## config.mk

```make
export PLATFORM = sky130hd
export DESIGN_NAME = flow_pifo_dequeue_ctrl
export DESIGN_NICKNAME = d
export VERILOG_FILES = /design/src/rtl/flow_pifo_dequeue_ctrl.sv
export SDC_FILE = /design/constraint.sdc
export NUM_CORES = 1
export LEC_CHECK = 0
export ABC_AREA = 1
export CAP_MARGIN = 30
export CELL_PAD_IN_SITES_DETAIL_PLACEMENT = 1
export CELL_PAD_IN_SITES_GLOBAL_PLACEMENT = 2
export CORE_ASPECT_RATIO = 1.2
export CORE_MARGIN = 3
export CORE_UTILIZATION = 27
export DETAILED_ROUTE_END_ITERATION = 10
export GPL_TIMING_DRIVEN = 0
export PLACE_DENSITY_LB_ADDON = 0.12
export SLEW_MARGIN = 25
export SYNTH_ARGS = -nofsm -noshare
export SYNTH_HDL_FRONTEND = slang
export SYNTH_SLANG_ARGS = --single-unit
```

## constraint.sdc

```tcl
create_clock -name clk -period 2.54 [get_ports clk]
set_input_delay 0.254 -clock clk [delete_from_list [all_inputs] [get_ports clk]]
set_output_delay 0.254 -clock clk [all_outputs]
set_load 0.05 [all_outputs]
```

## src/rtl/flow_pifo_dequeue_ctrl.sv

```systemverilog
// Dequeue-side controller for the flow PIFO: tracks PIFO occupancy by snooping enqueues,
// paces dequeue strobes and buffers popped entries in a small output FIFO.
module flow_pifo_dequeue_ctrl #(
  parameter int unsigned NUM_FLOWS     = 16,
  parameter int unsigned PRIO_WIDTH    = 16,
  parameter int unsigned MAX_OCCUPANCY = 1024,
  parameter int unsigned DEQ_INTERVAL  = 1,
  parameter int unsigned OUT_DEPTH     = 2,
  localparam int unsigned FLOW_ID_WIDTH = $clog2(NUM_FLOWS),
  localparam int unsigned OCC_WIDTH     = $clog2(MAX_OCCUPANCY + 1)
) (
  input  logic                     clk,
  input  logic                     reset,
  input  logic                     i__enable,
  input  logic                     i__pifo_enqueue,
  output logic                     o__pifo_dequeue,
  input  logic [PRIO_WIDTH-1:0]    i__pifo_dequeue_priority,
  input  logic [FLOW_ID_WIDTH-1:0] i__pifo_dequeue_flow_id,
  output logic                     o__out_valid,
  output logic [FLOW_ID_WIDTH-1:0] o__out_flow_id,
  output logic [PRIO_WIDTH-1:0]    o__out_priority,
  input  logic                     i__out_ready,
  output logic [OCC_WIDTH-1:0]     o__occupancy,
  output logic                     o__overflow_err
);

  localparam int unsigned PtrW    = (OUT_DEPTH > 1) ? $clog2(OUT_DEPTH) : 1;
  localparam int unsigned CntW    = $clog2(OUT_DEPTH + 1);
  localparam int unsigned GapW    = (DEQ_INTERVAL > 2) ? $clog2(DEQ_INTERVAL) : 1;
  localparam int unsigned GapLoad = (DEQ_INTERVAL > 1) ? DEQ_INTERVAL - 2 : 0;

  localparam logic [0:0] StRun = 1'b0;
  localparam logic [0:0] StGap = 1'b1;

  localparam logic [OCC_WIDTH-1:0] OccMax  = OCC_WIDTH'(MAX_OCCUPANCY);
  localparam logic [CntW-1:0]      CntFull = CntW'(OUT_DEPTH);

  logic [0:0]               state_q, state_d;
  logic [GapW-1:0]          gap_q, gap_d;
  logic [OCC_WIDTH-1:0]     occ_q, occ_d;
  logic                     err_q, err_d;
  logic [PtrW-1:0]          wr_ptr_q, wr_ptr_d;
  logic [PtrW-1:0]          rd_ptr_q, rd_ptr_d;
  logic [CntW-1:0]          cnt_q, cnt_d;
  logic [FLOW_ID_WIDTH-1:0] flow_mem_q [OUT_DEPTH];
  logic [FLOW_ID_WIDTH-1:0] flow_mem_d [OUT_DEPTH];
  logic [PRIO_WIDTH-1:0]    prio_mem_q [OUT_DEPTH];
  logic [PRIO_WIDTH-1:0]    prio_mem_d [OUT_DEPTH];

  logic deq;
  logic pop;

  // Issue and pop decisions; strobe depends only on registered state and enable.
  always_comb begin
    deq = (state_q == StRun) && i__enable && (occ_q != '0) && (cnt_q < CntFull);
    pop = (cnt_q != '0) && i__out_ready;
  end

  // Pacing FSM: after each strobe, sit out DEQ_INTERVAL-1 cycles before issuing again.
  always_comb begin
    state_d = state_q;
    gap_d   = gap_q;
    case (state_q)
      StRun: begin
        if (deq && (DEQ_INTERVAL > 1)) begin
          state_d = StGap;
          gap_d   = GapW'(GapLoad);
        end
      end
      StGap: begin
        if (gap_q == '0) begin
          state_d = StRun;
        end else begin
          gap_d = gap_q - GapW'(1);
        end
      end
      default: state_d = StRun;
    endcase
  end

  // Occupancy tracking with saturation and sticky overflow flag.
  always_comb begin
    occ_d = occ_q;
    err_d = err_q;
    if (i__pifo_enqueue && !deq) begin
      if (occ_q == OccMax) begin
        err_d = 1'b1;
      end else begin
        occ_d = occ_q + OCC_WIDTH'(1);
      end
    end else if (!i__pifo_enqueue && deq) begin
      occ_d = occ_q - OCC_WIDTH'(1);
    end
  end

  // Output FIFO: the strobe cycle's head fields are pushed at the tail.
  always_comb begin
    wr_ptr_d   = wr_ptr_q;
    rd_ptr_d   = rd_ptr_q;
    cnt_d      = cnt_q;
    flow_mem_d = flow_mem_q;
    prio_mem_d = prio_mem_q;
    if (deq) begin
      flow_mem_d[wr_ptr_q] = i__pifo_dequeue_flow_id;
      prio_mem_d[wr_ptr_q] = i__pifo_dequeue_priority;
      wr_ptr_d             = wr_ptr_q + PtrW'(1);
    end
    if (pop) begin
      rd_ptr_d = rd_ptr_q + PtrW'(1);
    end
    cnt_d = cnt_q + CntW'(deq) - CntW'(pop);
  end

  // State registers with synchronous reset; FIFO contents are discarded on reset.
  always_ff @(posedge clk) begin
    if (reset) begin
      state_q  <= StRun;
      gap_q    <= '0;
      occ_q    <= '0;
      err_q    <= 1'b0;
      wr_ptr_q <= '0;
      rd_ptr_q <= '0;
      cnt_q    <= '0;
      for (int i = 0; i < int'(OUT_DEPTH); i++) begin
        flow_mem_q[i] <= '0;
        prio_mem_q[i] <= '0;
      end
    end else begin
      state_q    <= state_d;
      gap_q      <= gap_d;
      occ_q      <= occ_d;
      err_q      <= err_d;
      wr_ptr_q   <= wr_ptr_d;
      rd_ptr_q   <= rd_ptr_d;
      cnt_q      <= cnt_d;
      flow_mem_q <= flow_mem_d;
      prio_mem_q <= prio_mem_d;
    end
  end

  // Output drive.
  always_comb begin
    o__pifo_dequeue = deq;
    o__out_valid    = (cnt_q != '0);
    o__out_flow_id  = flow_mem_q[rd_ptr_q];
    o__out_priority = prio_mem_q[rd_ptr_q];
    o__occupancy    = occ_q;
    o__overflow_err = err_q;
  end

endmodule
```

* Word level (Yosys, flattened, before mapping)
Cells that the tools add are included.
** Storage, ports and cells
- Logic and storage cells :: 59
- Input bits :: 25
- Register bits :: 58
- Output and inout bits :: 34
** Operators by class
- Equality and inequality tests :: 2
- Bitwise logic cells :: 3
- Order comparisons :: 4
- Reductions and logical operators :: 15
- Mux-type cells :: 17
- Add/sub/neg operators :: 7
** Operator list (count)
- 2-to-1 mux 16 bit :: 4
- 2-to-1 mux 11 bit :: 3
- bitwise mux 32 bit :: 1
- demux 16 bit (select 1 bit) :: 1
- 2-to-1 mux 4 bit :: 4
- adder 11 x 1 -> 11 bit (second input constant) :: 1
- equality test 11 bit (second input constant) :: 1
- nonzero test 11 bit :: 1
- subtractor 11 x 1 -> 11 bit (second input constant) :: 1
- bitwise mux 8 bit :: 1
- logical AND 1 bit :: 7
- demux 4 bit (select 1 bit) :: 1
- greater-or-equal comparator 2 bit (second input constant) :: 2
- inverter 1 -> 2 bit :: 2
- AND reduction 2 bit :: 2
- nonzero test 2 bit :: 2
- adder 1 bit (second input constant) :: 2
- adder 2 x 1 -> 2 bit :: 1
- zero test 1 bit :: 2
- < comparator 2 x 1 -> 1 bit (second input constant) :: 1
- < comparator 2 bit (second input constant) :: 1
- 2-to-1 mux 1 bit :: 2
- inequality test 2 bit (second input constant) :: 1
- OR reduction 2 bit :: 1
- other kinds (3) :: 3

* Longest topological paths before layout
Gate-level depths: netlist of run 1.
- Depth in word-level cells :: 8
- Mapped depth :: 18
- Depth with buffers taken out :: 18

* Worst setup path after synthesis of run 1
No wires, ideal clock.
- Kind :: flip-flop to flip-flop
- From :: register occ_q[6], in the netlist o__occupancy[6]
- To :: register occ_q[5], in the netlist o__occupancy[5]
- Arrival time :: 2.451 ns
- Cell stages (with the launch flop) :: 15
- Path slack :: 0.023 ns
- Buffers on the path :: 0
- Data required time :: 2.475 ns
- Period minus slack after synthesis :: 2.517 ns
- Setup time :: 0.065 ns
- Cell sequence :: dfxtp_1 > nor2_1 > nand2_1 > nor2_2 > nand2_1 > a21oi_1 > inv_1 > ha_1 > nand2_1 > o21ai_0 > nand2_1 > nand2_1 > xor2_1 > nor2_1 > nor2_1
** Between the ends
- Longest elaborated chain between the ends :: 7
- Elaborated cells on any way between the ends :: 11
- Those cells by class :: eq/ne (2); mux (1); reduce/logical (8)
** RTL lines
- start, declared :: RTL line 40 : logic [OCC_WIDTH-1:0] occ_q, occ_d;
- start signal, assigned :: RTL line 119 : occ_q <= '0;
- start signal, assigned :: RTL line 131 : occ_q <= occ_d;
- nonzero test 11 bit :: RTL line 55 : deq = (state_q == StRun) && i__enable && (occ_q != '0) && (cnt_q < CntFull);
- logical AND 1 bit (2 in series) :: RTL line 55
- zero test 1 bit :: RTL line 85 : if (i__pifo_enqueue && !deq) begin
- logical AND 1 bit :: RTL line 85
- inequality test 2 bit (no line) / nonzero test 2 bit (equally long branches)
- AND reduction 2 bit (no line)
Several ways; a longest one is shown, not always the timed one.
A chain may end at the register's enable or synchronous reset.

* Worst setup path in the final report of run 1
- From :: register occ_q[7], in the netlist o__occupancy[7]
- To :: register occ_q[5], in the netlist o__occupancy[5]
Same word-level chain as after synthesis.

==> impl_metrics.ini, run 1 <==
[outcome]
status = completed

[worst_setup_path]
r2r_setup_slack_ns = 0.15
required_ns = 2.72
path_delay_family = simple AND/OR/NAND/NOR gates
cp.arrival_ns = 2.57
max_stage_delay_ns = 0.37
cp_cell_sequence = nor2_1 > nand2_1 > nor2_4 > nand2_2 > a21oi_4 > inv_4 > ha_4 > a21oi_1 > o21ai_2 > nand2_1 > nand2_1 > xor2_1 > nor2_1 > nor2_1
crit_buf_inv = 1
cpMaxStageDelayCell = dfxtp_1
cp-start-kind = register
crit_path_end_kind = register
crit_fanout = 5
worstSetupPathType = register to register

[layout]
drive_gt1_share_pct = 11.42
design_area_mm2 = 0.003826
area_delta_synth_final_pct = 39.00
final_nets = 500
antenna_cells = 0
instances_no_fill = 587

[placed_design]
placed_area_mm2 = 0.003487
gp_congestion = 0.7920
place.port_buffers = 58
hpwl_um = 6334
placed_cells = 577

[route]
routed_wirelength_um = 8676
drc = 0
vias = 2735
viasPerCell = 4.659
dr.pass1.iters = 4
ant_nets = 0
wl_per_cell_um = 14.78
dr.first_iter.drc_count = 66

[timing]
relSlewSlack_pct = 64.99
fin_worst_skew_ns = 0.008300
min_period_ns = 2.387
finalHoldViolations = 0
report.final.slew_viol_count = 0
worstMarginPinSlew_ns = 0.5252
fin_hold_ws_ns = 0.4509
setup_violations = 0
fmax_mhz = 418.9
fin_crit_sh_pct = 93.97
rsz0062_at_grt = yes

[logic_synthesis]
synth-warning-count = 0
synthesis.area_mm2 = 0.002753
synth_area_per_cell_um2 = 6.951
ys_seq_elements = 56
syn-num-nets = 433
synthCells = 396
synth_cell_types = 28
ys_seq_area_share_pct = 40.73

[floorplanning]
core_area_mm2 = 0.009711
die_y_um = 116.6
pin_count = 59
rows = 39
die_area_mm2 = 0.01145
dieWidth_um = 98.17
initial_core_util_pct = 28.35

[hold_path]
hp-class = register to register

[cts]
cts_buffers = 5
clk_pin_slew_ns = 0.07
root_buffer = clkbuf_16
clockBufferDepth = 2
cts_tree = built
cts.sinks = 56
cts_hold_buf = 0
h-tree-depth = 2
insertion_delay_ns = 0.29

[global_route]
overflow = 0
grt_max_degree = 16
grt_pass1_vias = 2930
antenna_found_initial = 0
grt_first_pass_wirelength_um = 14230
grtUsageTotal_pct = 15.61

[pwr]
power.density_mw_per_mm2 = 1385
p_leak_nw = 1.659
irDropWorstVdd_mv = 0.5535

[flow_run]
cap_violations = 0
logic make-up (layout without fill, tap and decap cells):
family	after synthesis	count (layout)	share of synthesized area, %
AOI/OAI and AO/OA	109	109	20.27
xor gates and xnor gates	8	8	2.546
DFF	56	56	40.73
adders and majority gates	12	12	5.727
buffers and inverters	62	130	9.273
and+or+nand+nor	149	149	21.45
metrics by stage:
step                power (W)  worst slack, ns  setup TNS (ns)  util (%)
finish               0.005301           0.1530               0     39.40
global route         0.005736         -0.07849         -0.1620     39.40
global placement     0.004328          -0.4418          -2.389     35.91
detailed placement   0.004362          -0.4304          -2.401     35.91
CTS                  0.005277          0.01547               0     38.60
floorplan            0.003423          0.02344               0         -
final timing paths:
kind	startpoint	cells after the start	end
worst min register to register	prio_mem_q[18]$_SDFFE_PP0P_	2	prio_mem_q[18]$_SDFFE_PP0P_
worst max register to register	o__occupancy[7]$_SDFFE_PP0P_	14	o__occupancy[5]$_SDFFE_PP0P_
worst max-delay path	o__occupancy[7]$_SDFFE_PP0P_	14	o__occupancy[5]$_SDFFE_PP0P_
worst min-delay path	prio_mem_q[18]$_SDFFE_PP0P_	2	prio_mem_q[18]$_SDFFE_PP0P_
registers in the layout (all words and copies together), names as in the netlist:
signal	flops
prio_mem_q	32
o__occupancy	11
flow_mem_q	8
cnt_q	2
o__overflow_err	1
rd_ptr_q	1
wr_ptr_q	1
worst reg2reg max path, stage by stage (launching register included):
cell     delay (ns)
dfxtp_1        0.37
nor2_1         0.11
nand2_1        0.09
nor2_4         0.15
nand2_2        0.10
a21oi_4        0.28
inv_4          0.13
ha_4           0.25
a21oi_1        0.22
o21ai_2        0.12
nand2_1        0.07
nand2_1        0.05
xor2_1         0.14
nor2_1         0.12
nor2_1         0.06
per-layer routing:
layer / wire length, µm / share of wire [%] / track usage [%] / vias to the layer above
li1: - / - / - / 1403
met1: 3659 / 42 / 17.53 / 1280
met2: 4588 / 53 / 30.29 / 39
met3: 236 / 2.7 / 2.270 / 13
met4: 192 / 2.2 / 5.009 / 0
met5: 0 / 0 / 0 / -
synthesized netlist by cell type, drive strengths merged:
cell type,number,area [µm²]
o21ai,72,360.3
nand4,1,6.260
nor3,1,5.000
a21boi,1,7.510
buf,10,60.05
o21bai,1,7.510
dfxtp,56,1121
xnor2,1,8.760
clkbuf,8,30.03
or2,1,6.260
o21a,1,7.510
nand2,59,229.0
xor2,7,61.31
fa,1,20.02
a21oi,32,160.2
a21o,2,15.01
nor2,77,291.5
nand3,9,45.04
inv,44,165.2
nand3b,1,7.510
ha,11,137.6
layout make-up:
| class | count | area (µm²) |
|---|---|---|
| Timing Repair Buffer | 59 | 598.1 |
| Timing Repair inverter | 1 | 6.256 |
| Sequential cell | 56 | 1129 |
| Multi-Input combinational cell | 278 | 1528 |
| Buffer | 18 | 92.59 |
| Fill cell | 1217 | 5884 |
| Tap cell | 123 | 153.9 |
| Inverter | 44 | 172.7 |
| Clock buffer | 8 | 146.4 |
where the power goes:
group	switching (W)	internal, W	total (W)	leakage [nW]
Clock	0.000312	0.000395	0.000707	0.0712
Sequential	0.000206	0.00115	0.00136	0.463
Combinational	0.00206	0.00117	0.00323	1.12
Total	0.00258	0.00272	0.00530	1.66
timing repair:
item	in CTS	in global routing
buffers inserted	1	0
cloned	0	1
endpoints found under the setup margin	8	21
gates resized for setup	15	28
pin swaps	1	1
placed cells by master, fill, tap and decap left out, types with 2 or more instances in the layout:
cell and instances:
nor2_1 72, o21ai_0 68, nand2_1 54, clkdlybuf4s50_1 54, dfxtp_1 50, inv_1 41
a21oi_1 29, nand3_1 9, clkbuf_1 8, ha_4 8, xor2_1 7, buf_2 6
dfxtp_2 6, nand2_2 5, clkbuf_16 5, nor2_2 4, dlymetal6s2s_1 4, buf_4 3
o21ai_1 3, ha_1 3, clkbuf_2 2, inv_2 2, a21o_1 2, a21oi_2 2
(Power assumes the default switching activity.)
==> run 2, diff against run 1 <==
--- a/config.mk
+++ b/config.mk
@@ -14,6 +14,7 @@
 export CORE_UTILIZATION = 27
 export DETAILED_ROUTE_END_ITERATION = 10
 export GPL_TIMING_DRIVEN = 0
+export HOLD_SLACK_MARGIN = 0.03
 export PLACE_DENSITY_LB_ADDON = 0.12
 export SLEW_MARGIN = 25
 export SYNTH_ARGS = -nofsm -noshare
==> results of run 2 <==
No change in the layout: final DEF, timing and power equal those of run 1.
==> run 3, diff against run 2 <==
--- a/config.mk
+++ b/config.mk
@@ -9,7 +9,6 @@
 export CAP_MARGIN = 30
 export CELL_PAD_IN_SITES_DETAIL_PLACEMENT = 1
 export CELL_PAD_IN_SITES_GLOBAL_PLACEMENT = 2
-export CORE_ASPECT_RATIO = 1.2
 export CORE_MARGIN = 3
 export CORE_UTILIZATION = 27
 export DETAILED_ROUTE_END_ITERATION = 10
==> run 3 against run 2 <==
Effect of this change:
- first-iteration DRC count is 42% lower
- total power down 1.5%
- critical endpoint is now o__occupancy[10]$_SDFFE_PP0P_
- critical path type unchanged
- count of clock-buffer cells in the layout fell by 2
==> impl_metrics.ini, run 3 (synthesis results as in run 1) <==
[timing]
fmax_mhz = 420.7
relSlewSlack_pct = 60.40
min_period_ns = 2.377
finalHoldViolations = 0
fin_crit_sh_pct = 93.59
report.final.slew_viol_count = 0
fin_worst_skew_ns = 0.007765
rsz0062_at_grt = yes
worstMarginPinSlew_ns = 0.5941
setup_tns_ns = 0
setup_violations = 0
fin_hold_ws_ns = 0.4524

[flow_run]
cap_violations = 0

[placed_design]
gp_congestion = 0.7798
placed_cells = 587
hpwl_um = 6278
place.port_buffers = 58

[pwr]
power.density_mw_per_mm2 = 1380
irDropWorstVdd_mv = 0.5089
p_leak_nw = 1.585

[layout]
drive_gt1_share_pct = 10.58
final_common_cell = nor2_1
final_cell_mix = nor2_1, o21ai_0, clkdlybuf4s50_1
instances_no_fill = 596
antenna_cells = 0
largest_register_ff_count = 32
regMostFlops = prio_mem_q
area_delta_synth_final_pct = 37.41
final_nets = 499

[global_route]
grt_max_degree = 18
overflow = 0
grt_first_pass_wirelength_um = 13900
grt_pass1_vias = 2706
antenna_found_initial = 0
grtUsageTotal_pct = 15.45

[worst_setup_path]
required_ns = 2.76
cp.arrival_ns = 2.60
rr_worst_depth = 14
crit_fanout = 10
worstSetupPathType = register to register
cp-start-kind = register
crit_path_end_kind = register

[floorplanning]
rows = 36
die_area_mm2 = 0.01144
pin_count = 59
initial_core_util_pct = 27.90
die_y_um = 107.0
core_area_mm2 = 0.009864
dieWidth_um = 107.0

[cts]
cts_buffers = 5
clockBufferDepth = 2
clk_pin_slew_ns = 0.11
cts.sinks = 56
h-tree-depth = 2
cts_hold_buf = 0
cts_tree = built
root_buffer = clkbuf_8
insertion_delay_ns = 0.32

[hold_path]
min_path_cells = 2
hp-class = register to register

[route]
dr.first_iter.drc_count = 38
routed_wirelength_um = 8792
ant_nets = 0
wl_per_cell_um = 14.75
viasPerCell = 4.681
dr.pass1.iters = 4
vias = 2790
drc = 0

[outcome]
status = completed
==> run 3: metrics by stage <==
| step | util [%] | setup slack, ns | cell area (µm²) | power, W |
|---|---|---|---|---|
| 2_1_floorplan | - | 0.02344 | 2753 | 0.003423 |
| 3_5_place_dp | 35.48 | -0.3809 | 3500 | 0.004351 |
| 6_report | 38.34 | 0.1629 | 3782 | 0.005220 |
| 3_3_place_gp | 35.48 | -0.4417 | 3500 | 0.004317 |
| 5_1_grt | 38.34 | -0.07343 | 3782 | 0.005644 |
| 4_1_cts | 36.97 | 0.001386 | 3647 | 0.005058 |
==> run 3: worst max-delay path, cell delays in order, from the launching register on <==
cell and delay [ns]:
dfxtp_1 0.38, nor2_1 0.12, nand2_1 0.11, nor2_4 0.13
nand2_2 0.09, a21oi_2 0.15, bufinv_8 0.25, ha_4 0.31
nand2_1 0.09, nor2_1 0.13, nand3b_1 0.08, nand3_1 0.11
nand3_1 0.11, a21oi_1 0.15, nor2_1 0.06
==> run 3: worst paths after layout <==
check                                    start                       endpoint  slack [ns]
setup reg to reg  o__occupancy[2]$_SDFFE_PP0P_  o__occupancy[10]$_SDFFE_PP0P_        0.16
hold / removal     prio_mem_q[30]$_SDFFE_PP0P_    prio_mem_q[30]$_SDFFE_PP0P_        0.45
setup / recovery  o__occupancy[2]$_SDFFE_PP0P_  o__occupancy[10]$_SDFFE_PP0P_        0.16
hold reg to reg    prio_mem_q[30]$_SDFFE_PP0P_    prio_mem_q[30]$_SDFFE_PP0P_        0.45
==> run 3: final cells by class <==
class	instances	area, µm²
Clock inverter	2	38.79
Multi-Input combinational cell	278	1516
Fill cell	1224	6082
Timing Repair Buffer	59	588.1
Clock buffer	6	72.57
Tap cell	133	166.4
Inverter	44	178.9
Buffer	18	93.84
Sequential cell	56	1127
==> run 3: report_power, final <==
group | internal [W] | switching (W)
clock | 0.000299 | 0.000317
combinational | 0.00118 | 0.00207
sequential | 0.00115 | 0.000194
==> run 3: metal layers <==
| layer | routed length, µm | vias up | part of all wire [%] | global-route usage [%] |
|---|---|---|---|---|
| li1 | - | 1399 | - | - |
| met1 | 4203 | 1349 | 48 | 20.28 |
| met2 | 4264 | 36 | 48 | 26.62 |
| met3 | 241 | 6 | 2.7 | 2.468 |
| met4 | 82 | 0 | 0.93 | 3.562 |
| met5 | 0 | - | 0 | 0 |
==> run 3: timing repair <==
action / CTS / global route
buffers inserted: 1 / 0
gates resized for setup: 9 / 27
endpoints found under the setup margin: 9 / 26
pin swaps: 1 / 1
